<file path="src/rtl/dds_sweep_ctrl.sv">
// dds_sweep_ctrl: frequency sweep sequencer for the dds core.
// Steps the phase-increment word from a latched start value towards a latched
// stop value in single, sawtooth or triangle mode. Each new word is written to
// the dds once (dds_we), then held for max(cfg_dwell,1) clocks before the next.
//
// Control handshake: start and abort are single-cycle request pulses with no
// ready/ack. start is accepted only in IDLE with abort low and a valid config;
// abort is honoured in every state and always wins over start in the same cycle.
// busy reports the sweep being active; done is a one-cycle completion pulse.
//
// The step decision is taken on the last dwell clock of each word, so the next
// word lands exactly one dwell period after the previous one (dwell=1 writes
// every clock). All outputs come straight from registers.
module dds_sweep_ctrl #(
    parameter int PHASE_W = 32,
    parameter int DWELL_W = 16,
    parameter int CNT_W   = 16
) (
    input  logic               clk,
    input  logic               reset,
    input  logic               start,
    input  logic               abort,
    input  logic [PHASE_W-1:0] cfg_start,
    input  logic [PHASE_W-1:0] cfg_step,
    input  logic [PHASE_W-1:0] cfg_stop,
    input  logic [DWELL_W-1:0] cfg_dwell,
    input  logic [1:0]         cfg_mode,
    output logic [PHASE_W-1:0] dds_data,
    output logic               dds_we,
    output logic               dds_ce,
    output logic               busy,
    output logic               done,
    output logic               cfg_err,
    output logic [CNT_W-1:0]   leg_count,
    output logic [1:0]         dbg_state
);

    typedef enum logic [1:0] {
        S_IDLE  = 2'd0,
        S_LOAD  = 2'd1,
        S_DWELL = 2'd2,
        S_DONE  = 2'd3
    } state_t;

    state_t             r_state, w_state_nxt;
    logic [PHASE_W-1:0] r_start, r_step, r_stop, r_data;
    logic [PHASE_W-1:0] w_start_nxt, w_step_nxt, w_stop_nxt, w_data_nxt;
    logic [DWELL_W-1:0] r_dwell, r_cnt, w_dwell_nxt, w_cnt_nxt;
    logic [1:0]         r_mode, w_mode_nxt;
    logic               r_dir, w_dir_nxt;  // 0 = up, 1 = down
    logic               r_we, r_ce, r_busy, r_done, r_err;
    logic               w_we_nxt, w_ce_nxt, w_busy_nxt, w_done_nxt, w_err_nxt;
    logic [CNT_W-1:0]   r_leg, w_leg_nxt;

    // One extra bit on the arithmetic exposes carry (up) and borrow (down).
    logic [PHASE_W:0]   w_sum, w_diff;
    logic               w_up_out, w_dn_out, w_in_range, w_last;
    logic [DWELL_W-1:0] w_dwell_m1;

    assign w_sum      = {1'b0, r_data} + {1'b0, r_step};
    assign w_diff     = {1'b0, r_data} - {1'b0, r_step};
    assign w_up_out   = w_sum[PHASE_W] | (w_sum[PHASE_W-1:0] > r_stop);
    assign w_dn_out   = w_diff[PHASE_W] | (w_diff[PHASE_W-1:0] < r_start);
    assign w_in_range = r_dir ? !w_dn_out : !w_up_out;
    assign w_dwell_m1 = (r_dwell == '0) ? '0 : r_dwell - 1'b1;
    assign w_last     = (r_cnt == w_dwell_m1);

    // Next-state and next-output logic for the sweep FSM.
    always_comb begin
        w_state_nxt = r_state;
        w_start_nxt = r_start;
        w_step_nxt  = r_step;
        w_stop_nxt  = r_stop;
        w_dwell_nxt = r_dwell;
        w_mode_nxt  = r_mode;
        w_data_nxt  = r_data;
        w_cnt_nxt   = r_cnt;
        w_dir_nxt   = r_dir;
        w_we_nxt    = 1'b0;
        w_ce_nxt    = r_ce;
        w_busy_nxt  = r_busy;
        w_done_nxt  = 1'b0;
        w_err_nxt   = r_err;
        w_leg_nxt   = r_leg;
        case (r_state)
            S_IDLE: begin
                if (abort) begin
                    w_ce_nxt = 1'b0;
                end else if (start) begin
                    if ((cfg_start > cfg_stop) || (cfg_mode == 2'd3)) begin
                        w_err_nxt = 1'b1;
                    end else begin
                        w_start_nxt = cfg_start;
                        w_step_nxt  = cfg_step;
                        w_stop_nxt  = cfg_stop;
                        w_dwell_nxt = cfg_dwell;
                        w_mode_nxt  = cfg_mode;
                        w_data_nxt  = cfg_start;
                        w_cnt_nxt   = '0;
                        w_dir_nxt   = 1'b0;
                        w_we_nxt    = 1'b1;
                        w_ce_nxt    = 1'b1;
                        w_busy_nxt  = 1'b1;
                        w_err_nxt   = 1'b0;
                        w_leg_nxt   = '0;
                        w_state_nxt = S_LOAD;
                    end
                end
            end
            S_LOAD, S_DWELL: begin
                if (abort) begin
                    w_busy_nxt  = 1'b0;
                    w_ce_nxt    = 1'b0;
                    w_state_nxt = S_IDLE;
                end else if (!w_last) begin
                    w_cnt_nxt   = r_cnt + 1'b1;
                    w_state_nxt = S_DWELL;
                end else if (r_step == '0) begin
                    // A zero step can never leave the start word: single mode
                    // finishes one leg, repeating modes park on it until abort.
                    if (r_mode == 2'd0) begin
                        w_leg_nxt   = r_leg + 1'b1;
                        w_busy_nxt  = 1'b0;
                        w_done_nxt  = 1'b1;
                        w_state_nxt = S_DONE;
                    end else begin
                        w_state_nxt = S_DWELL;
                    end
                end else if (w_in_range) begin
                    w_data_nxt  = r_dir ? w_diff[PHASE_W-1:0] : w_sum[PHASE_W-1:0];
                    w_cnt_nxt   = '0;
                    w_we_nxt    = 1'b1;
                    w_state_nxt = S_LOAD;
                end else begin
                    w_leg_nxt = r_leg + 1'b1;
                    w_cnt_nxt = '0;
                    case (r_mode)
                        2'd0: begin
                            w_busy_nxt  = 1'b0;
                            w_done_nxt  = 1'b1;
                            w_state_nxt = S_DONE;
                        end
                        2'd1: begin
                            w_data_nxt  = r_start;
                            w_we_nxt    = 1'b1;
                            w_state_nxt = S_LOAD;
                        end
                        default: begin
                            // Turn around; if even the first step back leaves
                            // the range, rewrite the current endpoint instead.
                            w_dir_nxt   = !r_dir;
                            w_we_nxt    = 1'b1;
                            w_state_nxt = S_LOAD;
                            if (r_dir)
                                w_data_nxt = w_up_out ? r_data : w_sum[PHASE_W-1:0];
                            else
                                w_data_nxt = w_dn_out ? r_data : w_diff[PHASE_W-1:0];
                        end
                    endcase
                end
            end
            S_DONE: begin
                if (abort) w_ce_nxt = 1'b0;
                w_state_nxt = S_IDLE;
            end
            default: w_state_nxt = S_IDLE;
        endcase
    end

    // State and output registers; reset returns everything to zero at once.
    always_ff @(posedge clk or negedge reset) begin
        if (!reset) begin
            r_state <= S_IDLE;
            r_start <= '0;
            r_step  <= '0;
            r_stop  <= '0;
            r_dwell <= '0;
            r_mode  <= '0;
            r_data  <= '0;
            r_cnt   <= '0;
            r_dir   <= 1'b0;
            r_we    <= 1'b0;
            r_ce    <= 1'b0;
            r_busy  <= 1'b0;
            r_done  <= 1'b0;
            r_err   <= 1'b0;
            r_leg   <= '0;
        end else begin
            r_state <= w_state_nxt;
            r_start <= w_start_nxt;
            r_step  <= w_step_nxt;
            r_stop  <= w_stop_nxt;
            r_dwell <= w_dwell_nxt;
            r_mode  <= w_mode_nxt;
            r_data  <= w_data_nxt;
            r_cnt   <= w_cnt_nxt;
            r_dir   <= w_dir_nxt;
            r_we    <= w_we_nxt;
            r_ce    <= w_ce_nxt;
            r_busy  <= w_busy_nxt;
            r_done  <= w_done_nxt;
            r_err   <= w_err_nxt;
            r_leg   <= w_leg_nxt;
        end
    end

    assign dds_data  = r_data;
    assign dds_we    = r_we;
    assign dds_ce    = r_ce;
    assign busy      = r_busy;
    assign done      = r_done;
    assign cfg_err   = r_err;
    assign leg_count = r_leg;
    assign dbg_state = r_state;

endmodule
</file>
<file path="config.mk">
export PLATFORM = sky130hd
export DESIGN_NAME = dds_sweep_ctrl
export DESIGN_NICKNAME = d
export VERILOG_FILES = /design/src/rtl/dds_sweep_ctrl.sv
export SDC_FILE = /design/constraint.sdc
export NUM_CORES = 1
export LEC_CHECK = 0
export BUFFER_PORTS_ARGS = -buffer_cell sky130_fd_sc_hd__buf_2
export CORE_AREA = 2 2 221 223
export CTS_CLUSTER_DIAMETER = 60
export DETAILED_ROUTE_END_ITERATION = 10
export DIE_AREA = 0 0 223 225
export SLEW_MARGIN = 5
export SYNTH_ARGS = -nofsm -noshare
export SYNTH_HDL_FRONTEND = slang
export SYNTH_SLANG_ARGS = --single-unit
</file>
<file path="constraint.sdc">
create_clock -name clk -period 6.15 [get_ports clk]
set_clock_uncertainty 0.1 [all_clocks]
set_input_delay 0.615 -clock clk [delete_from_list [all_inputs] [get_ports clk]]
set_output_delay 0.615 -clock clk [all_outputs]
set_load 0.03 [all_outputs]
</file>
# == Word level (Yosys, flattened, before mapping) ==
# Index checks and enable logic that the tools add are counted.
# totals
regBits,186
latch_bits,0
ram_bits,0
romBits,0
input_bits,118
output_inout_bits,55
word_cells,148
memories,0
# classes
n_addsub,5
multipliers,0
div_mod_pow,0
n_lt_le_gt_ge,3
eq_ne,25
shift,0
n_mux,75
n_bitwise,4
reduce_logical,21
# ops
operator,count
two-way mux 32 bit,11
two-way mux 16 bit,12
case mux 32 bit (2 select lines),2
> comparator 32 bit,2
case mux 16 bit (2 select lines),2
two-way mux 1 bit,35
adder 32 x 32 -> 33 bit,1
subtractor 32 x 32 -> 33 bit,1
adder 16 x 1 -> 16 bit (second input constant),2
zero test 32 bit,1
less-than comparator 32 bit,1
inequality test 3 bit (second input constant),7
equality test 16 bit,1
zero test 16 bit,1
two-way mux 2 bit,8
inequality test 2 bit (second input constant),8
subtractor 16 x 1 -> 16 bit (second input constant),1
AND reduction 6 bit,2
inequality test 5 bit (second input constant),2
AND reduction 10 bit,1
AND reduction 3 bit,3
AND reduction 9 bit,1
case mux 1 bit (2 select lines),4
AND reduction 8 bit,1
14 further kinds,23

# == Longest topological paths before layout ==
# depth
word_depth,11
mapped_depth,25
depth_no_buf,22

# == Worst setup path after synthesis ==
# Ideal clock, no wire load.
# synth_timing
kind,flip-flop to flip-flop
startpoint,"reg r_data[0], in the netlist dds_data[0]"
endpoint,"reg r_leg[0], in the netlist leg_count[0]"
setup_ns,0.121
arrival_ns,5.632
slack_ns,0.297
path_stages_with_launch,24
n_path_buf,3
path_cell_list,dfrtp_1 > ha_1 > fa_1 > nor2b_1 > o311ai_0 > a311oi_1 > o21ai_0 > nor2b_1 > o31ai_1 > xnor2_1 > ha_1 > and3_1 > and3_1 > a311oi_1 > o211ai_1 > o22a_1 > or4_1 > clkbuf_1 > a31oi_1 > or3_1 > clkbuf_1 > clkbuf_1 > o21ai_0 > a22o_1
# synth_via
elab_chain_len,7
elab_cells_between_ends,11
cone_classes,add/sub (2); order compare (2); eq/ne (1); mux (1); bitwise (2); reduce/logical (3)
# synth_rtl
element,line_no,text
from (decl),46,"logic [PHASE_W-1:0] r_start, r_step, r_stop, r_data;"
from (signal assigned),195,r_data <= w_data_nxt;
adder 32 x 32 -> 33 bit / subtractor 32 x 32 -> 33 bit (equally long branches),"60, 61",
> comparator 32 bit / less-than comparator 32 bit (equally long branches),"62, 63",
bitwise OR 1 bit (on tied branches),"62, 63",
zero test 1 bit,64,assign w_in_range = r_dir ? !w_dn_out : !w_up_out;
two-way mux 1 bit *,64,
inequality test 3 bit (no line) *,n/a,
AND reduction 8 bit (no line) *,n/a,
to (signal assigned),203,r_leg <= w_leg_nxt;
to (decl),53,"logic [CNT_W-1:0] r_leg, w_leg_nxt;"
# Mark *: on every way between the ends. The rest lies on a longest branch, timed or not.
# A chain may end at the register's enable or synchronous reset.

# == Worst setup path after layout ==
# layout_timing
startpoint,"reg r_data[16], in the netlist dds_data[16]"
endpoint,"reg r_data[3], in the netlist dds_data[3]"
# layout_via
elab_chain_len,10
elab_cells_between_ends,18
cone_classes,add/sub (2); order compare (2); eq/ne (3); mux (6); bitwise (2); reduce/logical (3)
# layout_rtl
element,line_no,text
adder 32 x 32 -> 33 bit / subtractor 32 x 32 -> 33 bit (equally long branches),"60, 61",
> comparator 32 bit / less-than comparator 32 bit (equally long branches),"62, 63",
bitwise OR 1 bit (on tied branches),"62, 63",
zero test 1 bit,64,
two-way mux 1 bit,64,
two-way mux 32 bit,129,end else if (w_in_range) begin
two-way mux 32 bit,118,end else if (r_step == '0) begin
two-way mux 32 bit,115,end else if (!w_last) begin
two-way mux 32 bit,111,if (abort) begin
case mux 32 bit (2 select lines),85,case (r_state)
# Several ways; a longest one is shown, not always the timed one. The select of a mux whose other input is x is not followed.

==> results.toml <==
[cts]
cts_tree = "yes"
cts_buffers = 17
clk_latency_ns = 0.50
cts_buffer_depth = 2
htreeDepth = 4
cts_num_sinks = 186
clockRootBuffer = "clkbuf_16"
clk_pin_slew_ns = 0.08

[timing]
relSlewSlack_pct = 23.32
tightest_slew_ns = 1.140
timing.final.crit_share_pct = 97.69
fin_ws_ns = 0.1420
layout_min_cycle_time_ns = 6.008
rsz0062_at_grt = "true"
maxSlewViolCount = 0
finalHoldViolCount = 0
clock.fmax_mhz = 166.4
setup_viol = 0

[cells_and_area]
layout-drive-gt1-share_pct = 25.54
area_delta_synth_final_pct = 23.71
design_area_mm2 = 0.01986
fin_nets = 2524

[floorplan]
io_pins = 173
dieArea_mm2 = 0.05018
die_w_um = 223
die_h_um = 225
start_util_pct = 33.76
row_count = 80
core-area_mm2 = 0.04755

[placed_design]
gp_congestion = 1.000
dpl_worst_slack_ns = -0.4958
dpl.hpwl_mm = 49.32
placed_cell_area_mm2 = 0.01905
portBuffers = 172

[grt]
grt_pass1_vias = 15970
antenna_found_initial = 1
grt_max_degree = 101
track_usage_pct = 24.91
grt-ovfl-total = 0
grt_pass1_wl_mm = 95.01

[worst_setup_path]
crit_path_top_delay_cell = "a221o_1"
cp-start-kind = "flop"
cpMostUsedCell = "buf_4"
crit_fanout = 10
worstPathArrival_ns = 6.30
cp_top_family = "compound AO/OA/AOI/OAI gates"
criticalPathCategory = "reg2reg"
crit_chain = "ha_1, buf_4, nand4_1, or3_1, or3_1, or3_4, a2111o_1, nand3_1, ha_1, and2_1, a221o_1, a221o_1, a311o_1, nand3_1, buf_4, o21ai_1, buf_4, a221oi_1, a211oi_2, a21o_1"
cpPeakStageDelay_ns = 0.45
required_ns = 6.44
cp.buffers_inverters = 3
endpoint_kind = "flop"

[hold_path]
hold_class = "in2async"

[drt]
via_count = 16000
avgViaCountPerCell = 5.579
drcViolationCount = 0
drtIter0Drc = 1365
ant_nets = 0
avgRoutedWirePerCell_um = 21.70
wl_mm = 62.21
firstDrtPassIters = 5

[run]
cap_viol_max_count = 0

[outcome]
status = "complete, no violations"

[synth]
yosysMostFrequentCell = "inv_1"
synth-seq-cells = 186
ys_types = 83
ys.flop_type = "dfrtp_1"
synthesis.nets = 2195
syn_area_mm2 = 0.01605
synth_area_leader_cell = "dfrtp_1"
ys_seq_area_share_pct = 28.99
async_flop_share_pct = 100.0
yosys_warnings = 0
syn-mean-instance-area_um2 = 8.409
yosys.area.top_type_share_pct = 28.99
synth_edf_count = 0
syn_inst = 1909
ys_top_cells_by_count = "inv_1 (190), dfrtp_1 (186), ha_1 (166)"
yosys-top-cells-area = "dfrtp_1 (29%), ha_1 (13%), mux2_2 (6.2%)"
cells in the final DEF (no fill, tap or decap), drive strengths merged, types with 21 or more instances in the layout:
cell type and n:
a211oi 21, a21o 39, a21oi 126, a31oi 23
buf 400, dfrtp 186, ha 166, inv 199
mux2 88, nand2 159, nand3 37, nand4 45
nor2 139, nor3 21, nor4 34, o211ai 21
o21ai 118, o31ai 33, xnor2 66
metal layers:
layer  vias up  part of all wire (%)  global-route usage [%]  wire, um
met2       582                    46                   41.11     28740
met5         -                     0                       0         0
met4         0                   4.2                   11.24      2590
li1       7561                     -                       -         -
met1      7723                    43                   31.71     26950
met3       130                   6.3                   4.641      3932
final timing paths:
path                                   start             to  slack [ns]  depth (start not counted)
worst max-delay path            dds_data[16]    dds_data[3]        0.14                         20
worst min register to register    r_stop[10]     r_stop[10]        0.38                          2
min in group clk                cfg_step[30]     r_step[30]        0.24                          2
worst max register to register  dds_data[16]    dds_data[3]        0.14                         20
max in group asynchronous              reset   dds_data[10]        4.81                          2
worst min-delay path                   reset  leg_count[13]        0.07                          1
flip-flops by register name, indices dropped and copies added, names as in the netlist, 2 cells and up:
signal	cells
dbg_state	2
dds_data	32
leg_count	16
r_cnt	16
r_dwell	16
r_mode	2
r_start	32
r_step	32
r_stop	32
what timing repair did:
item / CTS / global route
gates resized for setup: 9 / 30
endpoints found under the setup margin: 29 / 49
setup buffers: 2 / 3
gates cloned: 1 / 0
hold buffers: 0 / 0
pin swaps: 2 / 10
layout make-up:
cell class	instances	area, um2
fillers	4844	27690
clock buffers	18	429.2
multi-input cells	1437	10480
inverters	195	732.0
flip-flops and latches	186	4654
well taps	615	769.5
clock inverters	14	130.1
repair buffers	401	2659
diodes	1	2.502
cell families after synthesis:
logic type | Yosys count | synth area share, %
AO/OA/AOI/OAI | 531 | 22.32
XOR/XNOR | 86 | 4.778
adder cells (fa/ha/maj) | 168 | 13.19
buffers and inverters | 287 | 6.867
flip-flops | 186 | 28.99
multiplexers | 101 | 6.984
AND/OR/NAND/NOR | 550 | 16.87
metrics by stage:
| step | std cells | utilization (%) | hold WS, ns | setup TNS, ns |
|---|---|---|---|---|
| 3_5_place_dp | 2828 | 40.07 | 0.3709 | -8.165 |
| 6_report | 2867 | 41.77 | 0.07304 | 0 |
| 3_3_place_gp | 2828 | 40.07 | 0.3664 | -4.874 |
| 5_1_grt | 2866 | 41.76 | 0.1346 | 0 |
| 2_1_floorplan | 1909 | - | 0.2194 | 0 |
| 4_1_cts | 2863 | 41.39 | 0.08151 | 0 |
Power is left out: the tool's default activity adds up to more than one toggle a clock period on the data nets, which glitch-free logic cannot reach.
